## src/rtl/snurisc_run_pkg.sv

```systemverilog
// snurisc run/step controller shared definitions: command opcodes and FSM encoding.
// No logic; imported by the controller and its testbench.
// Opcode values follow the front-end command interface encoding.
package snurisc_run_pkg;

    // Command opcodes carried on i_cmd_op
    localparam logic [1:0] OP_HALT       = 2'd0;
    localparam logic [1:0] OP_RUN_FREE   = 2'd1;
    localparam logic [1:0] OP_RUN_COUNT  = 2'd2;
    localparam logic [1:0] OP_CORE_RESET = 2'd3;

    // Controller state encoding
    localparam logic [1:0] ST_IDLE     = 2'd0;
    localparam logic [1:0] ST_CRST     = 2'd1;
    localparam logic [1:0] ST_RUN_FREE = 2'd2;
    localparam logic [1:0] ST_RUN_CNT  = 2'd3;

    // True for both run states (cores clocked, cycle counter advancing)
    function automatic logic is_run_state(input logic [1:0] st);
        return (st == ST_RUN_FREE) || (st == ST_RUN_CNT);
    endfunction

endpackage

```

## src/rtl/snurisc_sat_counter.sv

```systemverilog
// Saturating up-counter with synchronous clear; clear wins over increment.
// Latency: value updates at the edge after clr/inc. Ports: clk, rst (sync, high), clr, inc, cnt.
// No backpressure; holds at all-ones instead of wrapping.
module snurisc_sat_counter #(
    parameter int CNT_W = 32
) (
    input  logic             clk,
    input  logic             rst,
    input  logic             clr,
    input  logic             inc,
    output logic [CNT_W-1:0] cnt
);

    logic [CNT_W-1:0] cnt_q;
    logic [CNT_W-1:0] cnt_d;

    always_comb begin
        cnt_d = cnt_q;
        if (clr) begin
            cnt_d = '0;
        end else if (inc && (cnt_q != {CNT_W{1'b1}})) begin
            cnt_d = cnt_q + CNT_W'(1);
        end
    end

    always_ff @(posedge clk) begin
        if (rst) begin
            cnt_q <= '0;
        end else begin
            cnt_q <= cnt_d;
        end
    end

    assign cnt = cnt_q;

endmodule

```

## src/rtl/snurisc_run_ctrl.sv

```systemverilog
// Command-driven run/step controller producing per-core clock enables and a shared core reset.
// Latency: a command accepted at edge T affects o_clock_en/o_core_reset/o_done from cycle T+1.
// Backpressure: o_cmd_ready is 1 in IDLE, HALT-only while running, 0 during core reset.
// Ports: i_clk, i_reset (sync, high), i_cmd_* command channel, o_clock_en[NUM_CH],
// o_core_reset, o_busy, o_done (one-cycle pulse), o_cycles (saturating run-cycle count).
// Optional SNURISC_RUNCTRL_BREAK_EN adds i_pc, i_bp_addr, i_bp_valid, o_bp_hit (PC breakpoint).
module snurisc_run_ctrl
    import snurisc_run_pkg::*;
#(
    parameter int NUM_CH     = 1,
    parameter int CNT_W      = 32,
    parameter int RST_CYCLES = 4,
    parameter int PC_W       = 32
) (
    input  logic                   i_clk,
    input  logic                   i_reset,
    input  logic                   i_cmd_valid,
    output logic                   o_cmd_ready,
    input  logic [1:0]             i_cmd_op,
    input  logic [CNT_W-1:0]       i_cmd_count,
    input  logic [NUM_CH-1:0]      i_cmd_mask,
`ifdef SNURISC_RUNCTRL_BREAK_EN
    input  logic [NUM_CH*PC_W-1:0] i_pc,
    input  logic [PC_W-1:0]        i_bp_addr,
    input  logic                   i_bp_valid,
    output logic [NUM_CH-1:0]      o_bp_hit,
`endif
    output logic [NUM_CH-1:0]      o_clock_en,
    output logic                   o_core_reset,
    output logic                   o_busy,
    output logic                   o_done,
    output logic [CNT_W-1:0]       o_cycles
);

    localparam logic [CNT_W-1:0] RST_LOAD = CNT_W'(RST_CYCLES);

    logic [1:0]        state_q, state_d;
    logic [NUM_CH-1:0] mask_q, mask_d;
    logic [NUM_CH-1:0] clock_en_q, clock_en_d;
    // Cycles left in the current counted run or core-reset window, including the current one
    logic [CNT_W-1:0]  left_q, left_d;
    logic              core_reset_q, core_reset_d;
    logic              done_q, done_d;
    logic              running;
    logic              cmd_acc;
    logic              halt_now;
    logic              cyc_clr;
    logic [NUM_CH-1:0] bp_match;

`ifdef SNURISC_RUNCTRL_BREAK_EN
    logic [NUM_CH-1:0] bp_hit_q, bp_hit_d;

    // A channel only breaks while it is actually being clocked
    always_comb begin
        bp_match = '0;
        for (int k = 0; k < NUM_CH; k++) begin
            bp_match[k] = i_bp_valid && clock_en_q[k] && (i_pc[k*PC_W +: PC_W] == i_bp_addr);
        end
    end
`else
    assign bp_match = '0;
`endif

    always_comb begin
        running = is_run_state(state_q);
        case (state_q)
            ST_IDLE: o_cmd_ready = 1'b1;
            ST_CRST: o_cmd_ready = 1'b0;
            default: o_cmd_ready = (i_cmd_op == OP_HALT);
        endcase
        cmd_acc = i_cmd_valid && o_cmd_ready;
        // While running only HALT can be accepted; a breakpoint behaves the same way
        halt_now = running && (cmd_acc || (|bp_match));

        state_d = state_q;
        mask_d  = mask_q;
        left_d  = left_q;
        done_d  = 1'b0;
        cyc_clr = 1'b0;

        case (state_q)
            ST_IDLE: begin
                if (cmd_acc) begin
                    case (i_cmd_op)
                        OP_HALT: done_d = 1'b1;
                        OP_RUN_FREE: begin
                            mask_d  = i_cmd_mask;
                            cyc_clr = 1'b1;
                            state_d = ST_RUN_FREE;
                        end
                        OP_RUN_COUNT: begin
                            if (i_cmd_count == '0) begin
                                done_d = 1'b1;
                            end else begin
                                mask_d  = i_cmd_mask;
                                left_d  = i_cmd_count;
                                cyc_clr = 1'b1;
                                state_d = ST_RUN_CNT;
                            end
                        end
                        default: begin
                            left_d  = RST_LOAD;
                            state_d = ST_CRST;
                        end
                    endcase
                end
            end
            ST_CRST: begin
                if (left_q == CNT_W'(1)) begin
                    state_d = ST_IDLE;
                    done_d  = 1'b1;
                end else begin
                    left_d = left_q - CNT_W'(1);
                end
            end
            ST_RUN_FREE: begin
                if (halt_now) begin
                    state_d = ST_IDLE;
                    done_d  = 1'b1;
                end
            end
            default: begin
                // HALT on the final counted cycle still yields a single done pulse
                if (halt_now || (left_q == CNT_W'(1))) begin
                    state_d = ST_IDLE;
                    done_d  = 1'b1;
                end else begin
                    left_d = left_q - CNT_W'(1);
                end
            end
        endcase

        clock_en_d   = is_run_state(state_d) ? mask_d : '0;
        core_reset_d = (state_d == ST_CRST);
    end

`ifdef SNURISC_RUNCTRL_BREAK_EN
    always_comb begin
        bp_hit_d = bp_hit_q;
        if ((state_q == ST_IDLE) && cmd_acc &&
            ((i_cmd_op == OP_RUN_FREE) || (i_cmd_op == OP_RUN_COUNT))) begin
            bp_hit_d = '0;
        end else if (running) begin
            bp_hit_d = bp_hit_q | bp_match;
        end
    end

    always_ff @(posedge i_clk) begin
        if (i_reset) begin
            bp_hit_q <= '0;
        end else begin
            bp_hit_q <= bp_hit_d;
        end
    end

    assign o_bp_hit = bp_hit_q;
`endif

    always_ff @(posedge i_clk) begin
        if (i_reset) begin
            state_q      <= ST_IDLE;
            mask_q       <= '0;
            left_q       <= '0;
            clock_en_q   <= '0;
            core_reset_q <= 1'b0;
            done_q       <= 1'b0;
        end else begin
            state_q      <= state_d;
            mask_q       <= mask_d;
            left_q       <= left_d;
            clock_en_q   <= clock_en_d;
            core_reset_q <= core_reset_d;
            done_q       <= done_d;
        end
    end

    // Counts every cycle spent in a run state, whatever the mask
    snurisc_sat_counter #(
        .CNT_W (CNT_W)
    ) u_cycles (
        .clk (i_clk),
        .rst (i_reset),
        .clr (cyc_clr),
        .inc (running),
        .cnt (o_cycles)
    );

    assign o_clock_en   = clock_en_q;
    assign o_core_reset = core_reset_q;
    assign o_done       = done_q;
    assign o_busy       = (state_q != ST_IDLE);

endmodule

```

## config.mk

```make
export PLATFORM = sky130hd
export DESIGN_NAME = snurisc_run_ctrl
export DESIGN_NICKNAME = d
export VERILOG_FILES = /design/src/rtl/snurisc_run_pkg.sv /design/src/rtl/snurisc_sat_counter.sv /design/src/rtl/snurisc_run_ctrl.sv
export SDC_FILE = /design/constraint.sdc
export NUM_CORES = 1
export LEC_CHECK = 0
export CAP_MARGIN = 20
export CORE_ASPECT_RATIO = 0.75
export CORE_MARGIN = 4
export CORE_UTILIZATION = 36
export CTS_CLUSTER_SIZE = 20
export DETAILED_ROUTE_END_ITERATION = 10
export PLACE_DENSITY = 0.58
export SLEW_MARGIN = 20
export SYNTH_ARGS = -nofsm -noshare
export SYNTH_HDL_FRONTEND = slang
export SYNTH_SLANG_ARGS = --single-unit
```

## constraint.sdc

```tcl
create_clock -name i_clk -period 2.99 [get_ports i_clk]
set_clock_uncertainty 0.05 [all_clocks]
set_input_delay 0.598 -clock i_clk [delete_from_list [all_inputs] [get_ports i_clk]]
set_output_delay 0.598 -clock i_clk [all_outputs]
set_load 0.005 [all_outputs]
```

==> reports/metrics.yaml <==
post_cts_resized: 0
vias_per_cell: 5.54
hp-class: "register to register"
synth_area_um2: 4060
insertion_delay_ns: 0.33
place_congestion: 0.869
max-cap-violations: 0
peakVddDrop_v: 0.000308
arrival_ns: 2.94
wl_met2_mm: 4.95
tns_ns: 0
finalSetupViolations: 0
post-route-period-util_pct: 92.7
critPathLaunch: "left_q[14]"
clk_path_buf_depth: 2
final_antenna_net_count: 0
wl_met1_mm: 6.06
area_growth_pct: 29.5
grt_max_degree: 45
path_clk_slew_ns: 0.06
cts.sinks: 70
grt_pass1_vias: 3908
synth-seq-cells: 70
synthCells: 520
avgSynthCellArea_um2: 7.81
critPathMaxFanout: 7
post_drt_wl_per_cell_um: 16.3
crit_path_cell_trace: "or4_1 -> or4_1 -> nor4_4 -> buf_4 -> a21oi_1 -> a21oi_1 -> nor3b_1"
hpwl_mm: 8.45
cts_tree: "built"
synth-edff-count: 0
p_leak_nw: 1.85
grt_pass1_wl_mm: 19.6
syn_nets: 565
critical_path.endpoint: "o_core_reset"
drt_iter0_drc: 324
htreeDepth: 3
wl_met3_um: 757
diodes: 0
ys.flop_type: "dfxtp_1"
ys_warn_count: 0
start_util_pct: 37.0
port_buffers: 74
cp-end-kind: "register"
critPathLaunchType: "register"
rsz0062_at_grt: "no"
die_height_um: 100
routed_wl_mm: 11.9
layout.cells.most_common_list: "clkdlybuf4s50_1 (74), dfxtp_1 (70), a21oi_1 (60)"
fmaxAchievable_mhz: 361
r2r_slack_ns: 0.22
drcViolationCount: 0
cellPowerDensity_nw_per_um2: 562
whs_ns: 0.424
relSlewSlack_pct: 58.8
dr_total_vias: 4053
ctsHoldBuffers: 0
r2r_cells: 7
drive_above_1_share_pct: 7.09
die_w_um: 131
post-cts-setup-buffers: 0
hold_viol: 0
fp-row-count: 33
grt_overflow: 0
coreArea_um2: 11000
r2r-end: "o_core_reset"
dp_slack_ns: -0.0211
maxSlewViolCount: 0
grt_antenna_before_repair: 0
final_common_cell: "clkdlybuf4s50_1"
dieArea_um2: 13100
synthDistinctLibCells: 49
critical_path_class: "register to register"
async_flop_share_pct: 0
clockRootBuffer: "clkbuf_16"
grt_use_total_pct: 18.6
r2r_start: "left_q[14]"
dr.pass1.iters: 5
tightest_slew_ns: 0.617
status: "complete, no violations"
slowest_delay_ns: 0.58
fin_crit_ns: 2.77
io_pins: 75
cts_buffers: 9
fin_util_pct: 47.9
top_layer: "met4"
slowest_stage: "or4_1"
seq_area_frac_synth_pct: 34.5
critical_path_required_ns: 3.16
nets: 632
fin_ws_ns: 0.219
## Yosys cell counts (6+ instances only)
master | number | area share [%]
ha_1 | 7 | 2.2
and4_1 | 11 | 2.4
nor4_1 | 19 | 2.9
a311oi_1 | 7 | 1.5
xor2_1 | 22 | 4.7
clkbuf_1 | 27 | 2.5
a211o_1 | 10 | 2.2
a21oi_1 | 60 | 7.4
nor2_1 | 53 | 4.9
nand2_1 | 51 | 4.7
o21ai_1 | 6 | 0.74
nand3_1 | 25 | 3.1
nor3b_1 | 6 | 1.1
dfxtp_1 | 70 | 35
xnor2_1 | 22 | 4.7
inv_1 | 11 | 1.0
nor3_1 | 25 | 3.1
nand4_1 | 16 | 2.5
and3_1 | 10 | 1.5
or3_1 | 7 | 1.1
## per-layer routing
metal | up-vias | global-route usage [%]
met4 | 0 | 5.61
met1 | 1884 | 28.0
met2 | 130 | 26.8
met5 | - | 0
li1 | 2027 | -
met3 | 12 | 3.46
## registers in the layout, summed over array words and instances, names as in the netlist
register and count:
left_q 32, u_cycles.cnt 32, state_q 2, mask_q 1, o_clock_en 1, o_core_reset 1, o_done 1
## critical path, delay by kind of cell, from the launching register on
kind / cells / cell delay [ns]
flip-flops: 1 / 0.37
buffers and inverters: 1 / 0.19
AND/OR/NAND/NOR: 4 / 1.76
AO/OA/AOI/OAI: 2 / 0.30
## cells by family (layout without fill, tap and decap cells)
family | Yosys count | after routing | share of synthesized area, %
xor+xnor | 44 | 44 | 9.49
compound gates | 111 | 111 | 17.7
buf+inv | 43 | 115 | 4.62
fa+ha+maj | 7 | 7 | 2.16
flops | 70 | 70 | 34.5
simple gates | 245 | 245 | 31.5
## per-stage QoR
step,area [um2],cells,total power [mW]
floorplan,4060,520,1.62
global placement,4950,716,1.88
detailed placement,4950,716,1.89
CTS,5260,732,2.97
global route,5260,732,3.10
finish,5260,732,2.95
## power breakdown
part           switching, mW  total (mW)  internal [mW]  leakage, nW
clock network          0.391        1.06          0.674        0.151
logic                  0.489       0.839          0.350         1.13
registers             0.0651        1.05          0.984        0.568
total                  0.944        2.95           2.01         1.85
## how the worst min path moves through the flow
stage / from / endpoint / slack (ns) / depth (start not counted)
2_1_floorplan: left_q[13] / left_q[13] / 0.40 / 2
3_3_place_gp: left_q[26] / left_q[26] / 0.41 / 2
3_5_place_dp: left_q[17] / left_q[17] / 0.42 / 2
4_1_cts: left_q[17] / left_q[17] / 0.42 / 2
5_1_grt: left_q[13] / left_q[13] / 0.46 / 2
6_report: left_q[17] / left_q[17] / 0.42 / 2
## area by class of cell
cell class              instances  area (um2)
repair buffers                 88         858
fillers                      1082        5730
clock buffers                  14         294
well taps                     140         175
flip-flops and latches         70        1400
multi-input cells             407        2470
inverters                      11        41.3
clock inverters                 2        12.5
(Power assumes the default switching activity.)
